### src/rtl/rv32i_mem_pkg.sv
// rv32i_mem_pkg: shared definitions for the rv32i MEM stage.
//   - funct3 access-size codes for loads/stores
//   - access-size enum and decode helper
//   - MEM FSM state enum (IDLE / WAIT / ABORT)
//   - watchdog counter width
//   - misalignment helper, used only when MEM_MISALIGN_TRAP_EN is defined
package rv32i_mem_pkg;

  localparam logic [2:0] F3_B  = 3'b000;
  localparam logic [2:0] F3_H  = 3'b001;
  localparam logic [2:0] F3_W  = 3'b010;
  localparam logic [2:0] F3_BU = 3'b100;
  localparam logic [2:0] F3_HU = 3'b101;

  localparam int WCNT_W = 8;

  typedef enum logic [1:0] {
    ST_IDLE  = 2'd0,
    ST_WAIT  = 2'd1,
    ST_ABORT = 2'd2
  } mem_state_e;

  typedef enum logic [1:0] {
    SZ_B = 2'd0,
    SZ_H = 2'd1,
    SZ_W = 2'd2
  } mem_size_e;

  // Unlisted funct3 codes fall back to a full word.
  function automatic mem_size_e f3_size(input logic [2:0] f3);
    case (f3)
      F3_B, F3_BU: f3_size = SZ_B;
      F3_H, F3_HU: f3_size = SZ_H;
      default:     f3_size = SZ_W;
    endcase
  endfunction

  function automatic logic f3_misaligned(input logic [2:0] f3, input logic [1:0] lo);
    case (f3_size(f3))
      SZ_H:    f3_misaligned = lo[0];
      SZ_W:    f3_misaligned = |lo;
      default: f3_misaligned = 1'b0;
    endcase
  endfunction

endpackage

### src/rtl/mem_lane_align.sv
// mem_lane_align: combinational byte-lane steering for the MEM stage.
//   funct3_i   access size / signedness (instruction[14:12])
//   addr_lo_i  low two bits of the effective address
//   sdata_i    raw store data from the register file
//   rdata_i    word returned by data memory
//   wdata_o    store data replicated across all lanes of the access size
//   mask_o     byte enables for the addressed lanes
//   ldata_o    selected load lane, sign- or zero-extended
// Low address bits beyond the access size are ignored: H uses addr[1],
// W always uses lane 0.
module mem_lane_align
  import rv32i_mem_pkg::*;
(
  input  logic [2:0]  funct3_i,
  input  logic [1:0]  addr_lo_i,
  input  logic [31:0] sdata_i,
  input  logic [31:0] rdata_i,
  output logic [31:0] wdata_o,
  output logic [3:0]  mask_o,
  output logic [31:0] ldata_o
);

  mem_size_e   sz;
  logic        uns;
  logic [7:0]  lbyte;
  logic [15:0] lhalf;

  assign sz  = f3_size(funct3_i);
  assign uns = funct3_i[2];

  always_comb begin
    case (addr_lo_i)
      2'd0:    lbyte = rdata_i[7:0];
      2'd1:    lbyte = rdata_i[15:8];
      2'd2:    lbyte = rdata_i[23:16];
      default: lbyte = rdata_i[31:24];
    endcase
    lhalf = addr_lo_i[1] ? rdata_i[31:16] : rdata_i[15:0];
  end

  always_comb begin
    wdata_o = sdata_i;
    mask_o  = 4'b1111;
    ldata_o = rdata_i;
    case (sz)
      SZ_B: begin
        wdata_o = {4{sdata_i[7:0]}};
        mask_o  = 4'b0001 << addr_lo_i;
        ldata_o = uns ? {24'd0, lbyte} : {{24{lbyte[7]}}, lbyte};
      end
      SZ_H: begin
        wdata_o = {2{sdata_i[15:0]}};
        mask_o  = addr_lo_i[1] ? 4'b1100 : 4'b0011;
        ldata_o = uns ? {16'd0, lhalf} : {{16{lhalf[15]}}, lhalf};
      end
      default: ;
    endcase
  end

endmodule

### src/rtl/memory_stage.sv
// memory_stage: rv32i MEM pipeline stage.
// Issues data-memory accesses over a req/ready handshake, stalls the front
// of the pipeline while memory is slow, aborts with a bus error when the
// wait watchdog expires, and registers the MEM/WB boundary.
//   clk, rst                      core clock, async active-high reset
//   load_in/store_in/reg_write_in EX/MEM control (load wins if both set)
//   mem_reg_in, alu_res_in, opb_data_in, next_sel_addr_in,
//   pre_address_in, instruction_in EX/MEM data; instruction_in[14:12] = size
//   dmem_*                        data-memory request / response
//   stall_out                     hold EX/MEM and earlier stages
//   *_out                         MEM/WB register; bus_err_out pulses on abort
// Optional: MEM_MISALIGN_TRAP_EN turns misaligned H/W accesses into an
// immediate bus error with no memory request.
module memory_stage
  import rv32i_mem_pkg::*;
#(
  parameter int MAX_WAIT = 255
) (
  input  logic        clk,
  input  logic        rst,
  input  logic        load_in,
  input  logic        store_in,
  input  logic        reg_write_in,
  input  logic [1:0]  mem_reg_in,
  input  logic [31:0] alu_res_in,
  input  logic [31:0] opb_data_in,
  input  logic [31:0] next_sel_addr_in,
  input  logic [31:0] pre_address_in,
  input  logic [31:0] instruction_in,
  output logic        dmem_req,
  output logic        dmem_we,
  output logic [31:0] dmem_addr,
  output logic [31:0] dmem_wdata,
  output logic [3:0]  dmem_mask,
  input  logic        dmem_ready,
  input  logic [31:0] dmem_rdata,
  output logic        stall_out,
  output logic        reg_write_out,
  output logic [1:0]  mem_reg_out,
  output logic [31:0] load_data_out,
  output logic [31:0] alu_res_out,
  output logic [31:0] next_sel_address_out,
  output logic [31:0] pre_address_out,
  output logic [31:0] instruction_out,
  output logic        bus_err_out
);

  mem_state_e        state_q, state_d;
  logic [WCNT_W-1:0] wcnt_q, wcnt_d;

  logic        access, is_store, misal;
  logic        req, complete, stall, abort, trap;
  logic [31:0] al_wdata, al_ldata;
  logic [3:0]  al_mask;

  assign access   = load_in | store_in;
  assign is_store = store_in & ~load_in;

`ifdef MEM_MISALIGN_TRAP_EN
  assign misal = access & f3_misaligned(instruction_in[14:12], alu_res_in[1:0]);
`else
  assign misal = 1'b0;
`endif

  mem_lane_align u_align (
    .funct3_i  (instruction_in[14:12]),
    .addr_lo_i (alu_res_in[1:0]),
    .sdata_i   (opb_data_in),
    .rdata_i   (dmem_rdata),
    .wdata_o   (al_wdata),
    .mask_o    (al_mask),
    .ldata_o   (al_ldata)
  );

  always_comb begin
    state_d  = state_q;
    wcnt_d   = wcnt_q;
    req      = 1'b0;
    complete = 1'b0;
    stall    = 1'b0;
    abort    = 1'b0;
    trap     = 1'b0;
    case (state_q)
      ST_IDLE: begin
        wcnt_d = '0;
        if (access) begin
          if (misal) begin
            trap = 1'b1;
          end else begin
            req = 1'b1;
            if (dmem_ready) begin
              complete = 1'b1;
            end else begin
              stall   = 1'b1;
              state_d = ST_WAIT;
            end
          end
        end
      end
      ST_WAIT: begin
        req = 1'b1;
        // A handshake on the last permitted wait cycle still wins over the abort.
        if (dmem_ready) begin
          complete = 1'b1;
          state_d  = ST_IDLE;
        end else begin
          stall  = 1'b1;
          wcnt_d = wcnt_q + 1'b1;
          if (wcnt_q == WCNT_W'(MAX_WAIT - 1)) state_d = ST_ABORT;
        end
      end
      ST_ABORT: begin
        // Inputs still hold the aborted access; it retires this cycle.
        abort   = 1'b1;
        wcnt_d  = '0;
        state_d = ST_IDLE;
      end
      default: state_d = ST_IDLE;
    endcase
  end

  always_ff @(posedge clk or posedge rst) begin
    if (rst) begin
      state_q <= ST_IDLE;
      wcnt_q  <= '0;
    end else begin
      state_q <= state_d;
      wcnt_q  <= wcnt_d;
    end
  end

  // Request and stall are gated by rst so they drop the instant reset rises,
  // even though the IDLE-state request is driven straight from the inputs.
  assign dmem_req   = req & ~rst;
  assign dmem_we    = dmem_req & is_store;
  assign dmem_addr  = dmem_req ? {alu_res_in[31:2], 2'b00} : 32'd0;
  assign dmem_mask  = dmem_req ? al_mask : 4'd0;
  assign dmem_wdata = dmem_we ? al_wdata : 32'd0;
  assign stall_out  = stall & ~rst;

  // MEM/WB register
  logic        wb_rw_q, wb_err_q;
  logic [1:0]  wb_mreg_q;
  logic [31:0] wb_ld_q, wb_alu_q, wb_nsa_q, wb_pre_q, wb_ins_q;

  always_ff @(posedge clk or posedge rst) begin
    if (rst) begin
      wb_rw_q   <= 1'b0;
      wb_err_q  <= 1'b0;
      wb_mreg_q <= '0;
      wb_ld_q   <= '0;
      wb_alu_q  <= '0;
      wb_nsa_q  <= '0;
      wb_pre_q  <= '0;
      wb_ins_q  <= '0;
    end else if (abort | trap) begin
      wb_rw_q   <= 1'b0;
      wb_err_q  <= 1'b1;
      wb_mreg_q <= mem_reg_in;
      wb_ld_q   <= '0;
      wb_alu_q  <= alu_res_in;
      wb_nsa_q  <= next_sel_addr_in;
      wb_pre_q  <= pre_address_in;
      wb_ins_q  <= instruction_in;
    end else if (stall) begin
      wb_rw_q   <= 1'b0;
      wb_err_q  <= 1'b0;
      wb_mreg_q <= '0;
      wb_ld_q   <= '0;
      wb_alu_q  <= '0;
      wb_nsa_q  <= '0;
      wb_pre_q  <= '0;
      wb_ins_q  <= '0;
    end else begin
      wb_rw_q   <= reg_write_in & ~is_store;
      wb_err_q  <= 1'b0;
      wb_mreg_q <= mem_reg_in;
      wb_ld_q   <= (complete & load_in) ? al_ldata : 32'd0;
      wb_alu_q  <= alu_res_in;
      wb_nsa_q  <= next_sel_addr_in;
      wb_pre_q  <= pre_address_in;
      wb_ins_q  <= instruction_in;
    end
  end

  assign reg_write_out        = wb_rw_q;
  assign bus_err_out          = wb_err_q;
  assign mem_reg_out          = wb_mreg_q;
  assign load_data_out        = wb_ld_q;
  assign alu_res_out          = wb_alu_q;
  assign next_sel_address_out = wb_nsa_q;
  assign pre_address_out      = wb_pre_q;
  assign instruction_out      = wb_ins_q;

endmodule

### config.mk
export PLATFORM = sky130hd
export DESIGN_NAME = memory_stage
export DESIGN_NICKNAME = d
export VERILOG_FILES = /design/src/rtl/rv32i_mem_pkg.sv /design/src/rtl/mem_lane_align.sv /design/src/rtl/memory_stage.sv
export SDC_FILE = /design/constraint.sdc
export NUM_CORES = 1
export LEC_CHECK = 0
export BUFFER_PORTS_ARGS = -buffer_cell sky130_fd_sc_hd__buf_4
export CORE_AREA = 3 3 170 172
export CTS_CLUSTER_DIAMETER = 40
export DETAILED_ROUTE_END_ITERATION = 7
export DIE_AREA = 0 0 173 175
export GPL_TIMING_DRIVEN = 0
export SLEW_MARGIN = 20
export SYNTH_ARGS = -nofsm -noshare
export SYNTH_HDL_FRONTEND = slang
export SYNTH_SLANG_ARGS = --single-unit
export TNS_END_PERCENT = 20
### constraint.sdc
create_clock -name clk -period 5.5 [get_ports clk]
set_input_delay 1.1 -clock clk [delete_from_list [all_inputs] [get_ports clk]]
set_output_delay 1.1 -clock clk [all_outputs]
set_load 0.02 [all_outputs]
* Word level (Yosys, flattened, before mapping)
Cells that the tools add are included.
** Word-level totals
- Output and inout port bits :: 235
- Register bits after elaboration :: 174
- Input port bits :: 200
** Operators by class
- Add/subtract/negate cells :: 1
- Shift-type cells :: 1
- Bitwise operators :: 10
- Muxes and demuxes :: 44
- Equality and inequality tests :: 13
- Reductions and logical operators :: 10
** Operators with widths (count)
- 32-bit 2-to-1 mux :: 15
- 32-bit case mux with 2 select lines :: 2
- 8-bit case mux with 3 select lines :: 1
- 16-bit 2-to-1 mux :: 1
- 8-bit case mux with 2 select lines :: 1
- 2-bit 2-to-1 mux :: 6
- 1-bit 2-to-1 mux :: 9
- 8-bit by 1-bit adder with 8-bit output (second input constant) :: 1
- 8-bit == test (second input constant) :: 1
- 4-bit 2-to-1 mux :: 2
- 8-bit 2-to-1 mux :: 1
- 2-bit case mux with 2 select lines :: 2
- 4-bit case mux with 2 select lines :: 1
- 1-bit AND :: 6
- 2-bit by 1-bit == test with 1-bit output (second input constant) :: 3
- 3-bit == test (second input constant) :: 2
- 2-bit logical NOT :: 3
- 2-bit != test (second input constant) :: 3
- 1-bit case mux with 2 select lines :: 3
- 2-bit OR reduction :: 3
- 2-bit == test (second input constant) :: 2
- 1-bit by 2-bit left shift with 4-bit output (first input constant) :: 1
- 3-bit by 1-bit == test with 1-bit output (second input constant) :: 1
- 3-bit logical NOT :: 1
- other kinds (6) :: 8

* Longest topological paths before layout
- Word-level depth :: 8
- Depth in mapped cells :: 7
- Gate-level depth less buffers :: 4

* Cells and area by module
A second synthesis with hierarchy kept.
** Unflattened totals
- Cells, all modules :: 659
- Area total of the unflattened synthesis :: 7581.0 sq um
** By module, submodules not included
- memory_stage :: area an instance 6258.5 sq um, instances 1, cells each 478
- mem_lane_align :: area an instance 1322.5 sq um, instances 1, cells each 181

* Least setup slack after synthesis
Ideal clock, no wire load.
- Path kind :: in2out
- From :: in load_in
- To :: out dmem_wdata[12]
- Buffers on the path :: 2
- Arrival :: 2.256 ns
- Slack :: 2.144 ns
- Cell stages on the path :: 5
- Cell sequence :: nand2b_1 > or3_1 > clkbuf_1 > clkbuf_1 > a21oi_1
** Between the ends
- Word-level cells in the longest chain between the ends :: 6
- Elaborated cells on any way between the ends :: 8
- Those cells by class :: mux: 3; bitwise: 5
** Ends and longest elaborated chain
- start, declared :: RTL line memory_stage.sv:21 : input logic load_in,
- 1-bit OR :: RTL line memory_stage.sv:56 : assign access = load_in | store_in;
- 1-bit 2-to-1 mux :: RTL line memory_stage.sv:86 : if (access) begin
- 1-bit case mux with 2 select lines :: RTL line memory_stage.sv:83 : case (state_q)
- 1-bit AND :: RTL line memory_stage.sv:134 : assign dmem_req = req & ~rst;
- 1-bit AND (*) :: RTL line memory_stage.sv:135 : assign dmem_we = dmem_req & is_store;
- 32-bit 2-to-1 mux (*) :: RTL line memory_stage.sv:138 : assign dmem_wdata = dmem_we ? al_wdata : 32'd0;
- end, declared :: RTL line memory_stage.sv:33 : output logic [31:0] dmem_wdata,
Every way passes the cells marked *; elsewhere a longest branch is shown, timed or not.

* Worst setup path in the final report
- From :: in rst
- To :: out dmem_addr[23]
** Between the ends
- Word-level cells in the longest chain between the ends :: 3
** Ends and longest elaborated chain
- start, declared :: RTL line memory_stage.sv:20 : input logic rst,
- 1-bit inverter :: RTL line memory_stage.sv:134
- 1-bit AND :: RTL line memory_stage.sv:134
- 32-bit 2-to-1 mux :: RTL line memory_stage.sv:136 : assign dmem_addr = dmem_req ? {alu_res_in[31:2], 2'b00} : 32'd0;
- end, declared :: RTL line memory_stage.sv:32 : output logic [31:0] dmem_addr,
No other way between the ends.

==> metrics.cfg <==
[worst_setup_path]
cp_num_buf_inv = 4
crit_fanout = 10
cp.required_ns = 4.40
path_cells = buf_4 > or3_1 > inv_2 > buf_2 > and2_1 > buf_4
rr_endpoint = state_q[0]$_DFFE_PP0P_
cp-start-kind = input pin
critical_path_cell_count = 6
timing.reg2reg.setup_slack_ns = 3.46
rr_worst_depth = 3
critPathSlowestCell = or3_1
reg2reg_from = state_q[1]$_DFFE_PP0P_
crit_family = buffers and inverters
worstSetupPathType = in -> out
cpPeakStageDelay_ns = 0.54
critPathMostFrequentCell = buf_4
cp-end-kind = output pin
worstPathArrival_ns = 2.72

[die]
die_width_um = 173
core_area_um2 = 27600
start_util = 0.256
die_area_um2 = 30300
die_y_um = 175
io_pins = 435
rows = 61

[hold_path]
holdPathStages = 2
whs_endpoint = state_q[1]$_DFFE_PP0P_
hp-class = reg -> reg
worstHoldStart = wcnt_q[7]$_DFFE_PP0P_

[cts]
cts_resized = 0
clkSinkCount = 174
clock_latency_ns = 0.43
cts_setup_buffers = 0
cts_tree = built
cts_root_buf = clkbuf_16
ctsHtreeMaxLevel = 4
clk_pin_slew_worst_paths_ns = 0.07
cts_hold_buf = 0
cts_buffers = 17
clockBufferDepth = 2

[route]
routedWlPerCell_um = 18.1
vias_per_cell = 4.24
drcViolationCount = 0
wl_um = 26800
drt_pass1_iterations = 4
dr.first_iter.drc_count = 335
ant_nets = 0
via_count = 6279

[global_route]
grt_pass1_vias = 6683
grtUsageTotal = 0.174
grt_max_degree = 32
antenna_found_initial = 0
grt-ovfl-total = 0
grt_first_pass_wirelength_um = 40400

[power]
clkPwrFrac = 0.375
power_density_nw_per_um2 = 280
p_int_w = 0.00226
p_seq_frac = 0.427
power_leakage_nw = 6.01
p_sw_w = 0.000952
vdd_ir_drop_max_uv = 233
p_sw_frac = 0.296
p_comb_frac = 0.197

[placement]
dp.final_hpwl_um = 21300
place_congestion = 0.857
portBuffers = 431
postPlaceCellArea_um2 = 10900

[final_layout]
finalInstanceArea_um2 = 11500
final_net_count = 1293
syn2layout_area_growth_pct = 62.7
mostFrequentLayoutCells = buf_4 (436), dfrtp_1 (174), nor2b_1 (129)
antenna_cells = 0
layout_commonest_cell = buf_4
nFillCells = 2750
drive_gt1_frac = 0.459
seq_area_um2 = 4350
multi_input_area_um2 = 2480

[sta]
finalSetupTns_ns = 0
setup-violations-final = 0
fin_crit_sh = 0.694
tightest_slew_ns = 0.958
max_freq_mhz = 262
rsz0062_at_grt = no
fin_worst_skew_ns = 0.00852
hold_ws_ns = 0.591
hold_viol = 0
post-route-min-period_ns = 3.82
worst_slew_margin_rel = 0.361
final_max_slew_viol_count = 0

[yosys]
synth_edf_count = 0
syn_inst = 634
ys.flop_type = dfrtp_1
synth.cell_area_um2 = 7060
ys_warn_count = 0
ys_seq_area_frac = 0.616
syn_avg_cell_area_um2 = 11.1
synth_seq_cells = 174
ys_types = 44
async_reset_ff_frac = 1.00

[job]
drv_cap = 0

[status]
status = complete, no violations

[routing by layer]
layer | part of all wire | track usage | wire (um)
met1 | 0.38 | 0.194 | 10100
met2 | 0.52 | 0.311 | 13800
met3 | 0.083 | 0.0563 | 2210
met4 | 0.025 | 0.0618 | 674
met5 | 0 | 0 | 0
[area by class of cell]
type,instances,area share
Buffer,40,0.0181
Clock buffer,18,0.0382
Clock inverter,14,0.0128
Inverter,7,0.00261
Multi-Input combinational cell,414,0.216
Sequential cell,174,0.379
Tap cell,378,0.0411
Timing Repair Buffer,437,0.293
[flip-flops by register name (all words and copies together), names as in the netlist]
signal and count:
alu_res_out 32, bus_err_out 1, instruction_out 32, load_data_out 32, mem_reg_out 2, next_sel_address_out 32
pre_address_out 32, reg_write_out 1, state_q 2, wcnt_q 8
[worst min-delay path, stage by stage, from the launching register on]
cell and delay, ns:
dfrtp_1 0.39, nand4_1 0.11, nor4_1 0.05
[metrics by stage]
stage	util	std cells	total power (W)	worst slack, ns
2_1_floorplan	-	635	0.00168	2.14
3_3_place_gp	0.390	1444	0.00202	0.922
3_5_place_dp	0.395	1450	0.00204	1.66
4_1_cts	0.416	1482	0.00327	1.66
5_1_grt	0.416	1482	0.00336	1.59
6_report	0.416	1482	0.00321	1.68
[cells in the mapped netlist (2+ instances only)]
cell      number  area, um^2
xnor2_1        4        35.0
or3_1          3        18.8
nor2_1        33         124
nor2b_1      129         807
clkbuf_1      16        60.1
nand4_1        4        25.0
mux2i_1       18         180
nand2_1       75         282
mux2_2         8        90.1
buf_2         13        65.1
o21ai_0       10        50.1
nand2b_1       4        25.0
o211a_1        8        80.1
nor3_1         6        30.0
buf_1          3        11.3
inv_1          5        18.8
a21oi_1       34         170
and2_1        45         282
inv_2          2        7.51
dfrtp_1      174        4350
buf_4          5        37.5
nor3_2         2        20.0
ha_1           2        25.0
o22ai_1        7        43.8
buf_6          3        33.8
xor2_1         2        17.5
nand3b_1       2        15.0
[worst max path at each step]
stage              from                        end  slack (ns)
3_5_place_dp        rst              dmem_addr[23]        1.66
3_3_place_gp        rst  alu_res_out[25]$_DFF_PP0_        0.92
4_1_cts             rst              dmem_addr[23]        1.66
5_1_grt        store_in              dmem_addr[28]        1.59
2_1_floorplan   load_in             dmem_wdata[12]        2.14
6_report            rst              dmem_addr[23]        1.68
[cells by family after synthesis]
| kind of cell | count (synthesis) | synth area share |
|---|---|---|
| compound gates | 66 | 0.0597 |
| xor+xnor | 6 | 0.00744 |
| fa+ha+maj | 2 | 0.00354 |
| buf+inv | 47 | 0.0331 |
| flops | 174 | 0.616 |
| mux | 26 | 0.0383 |
| other cells | 1 | 0.000531 |
| simple gates | 312 | 0.241 |
[power by group through the flow]
| stage | clock network, W | logic, W | registers (W) |
|---|---|---|---|
| 2_1_floorplan | 0 | 0.000196 | 0.00149 |
| 4_1_cts | 0.00125 | 0.000645 | 0.00137 |
| 6_report | 0.00121 | 0.000634 | 0.00137 |
| 5_1_grt | 0.00130 | 0.000682 | 0.00138 |
| 3_3_place_gp | 0 | 0.000628 | 0.00140 |
| 3_5_place_dp | 0 | 0.000643 | 0.00140 |
(Power assumes the default switching activity.)
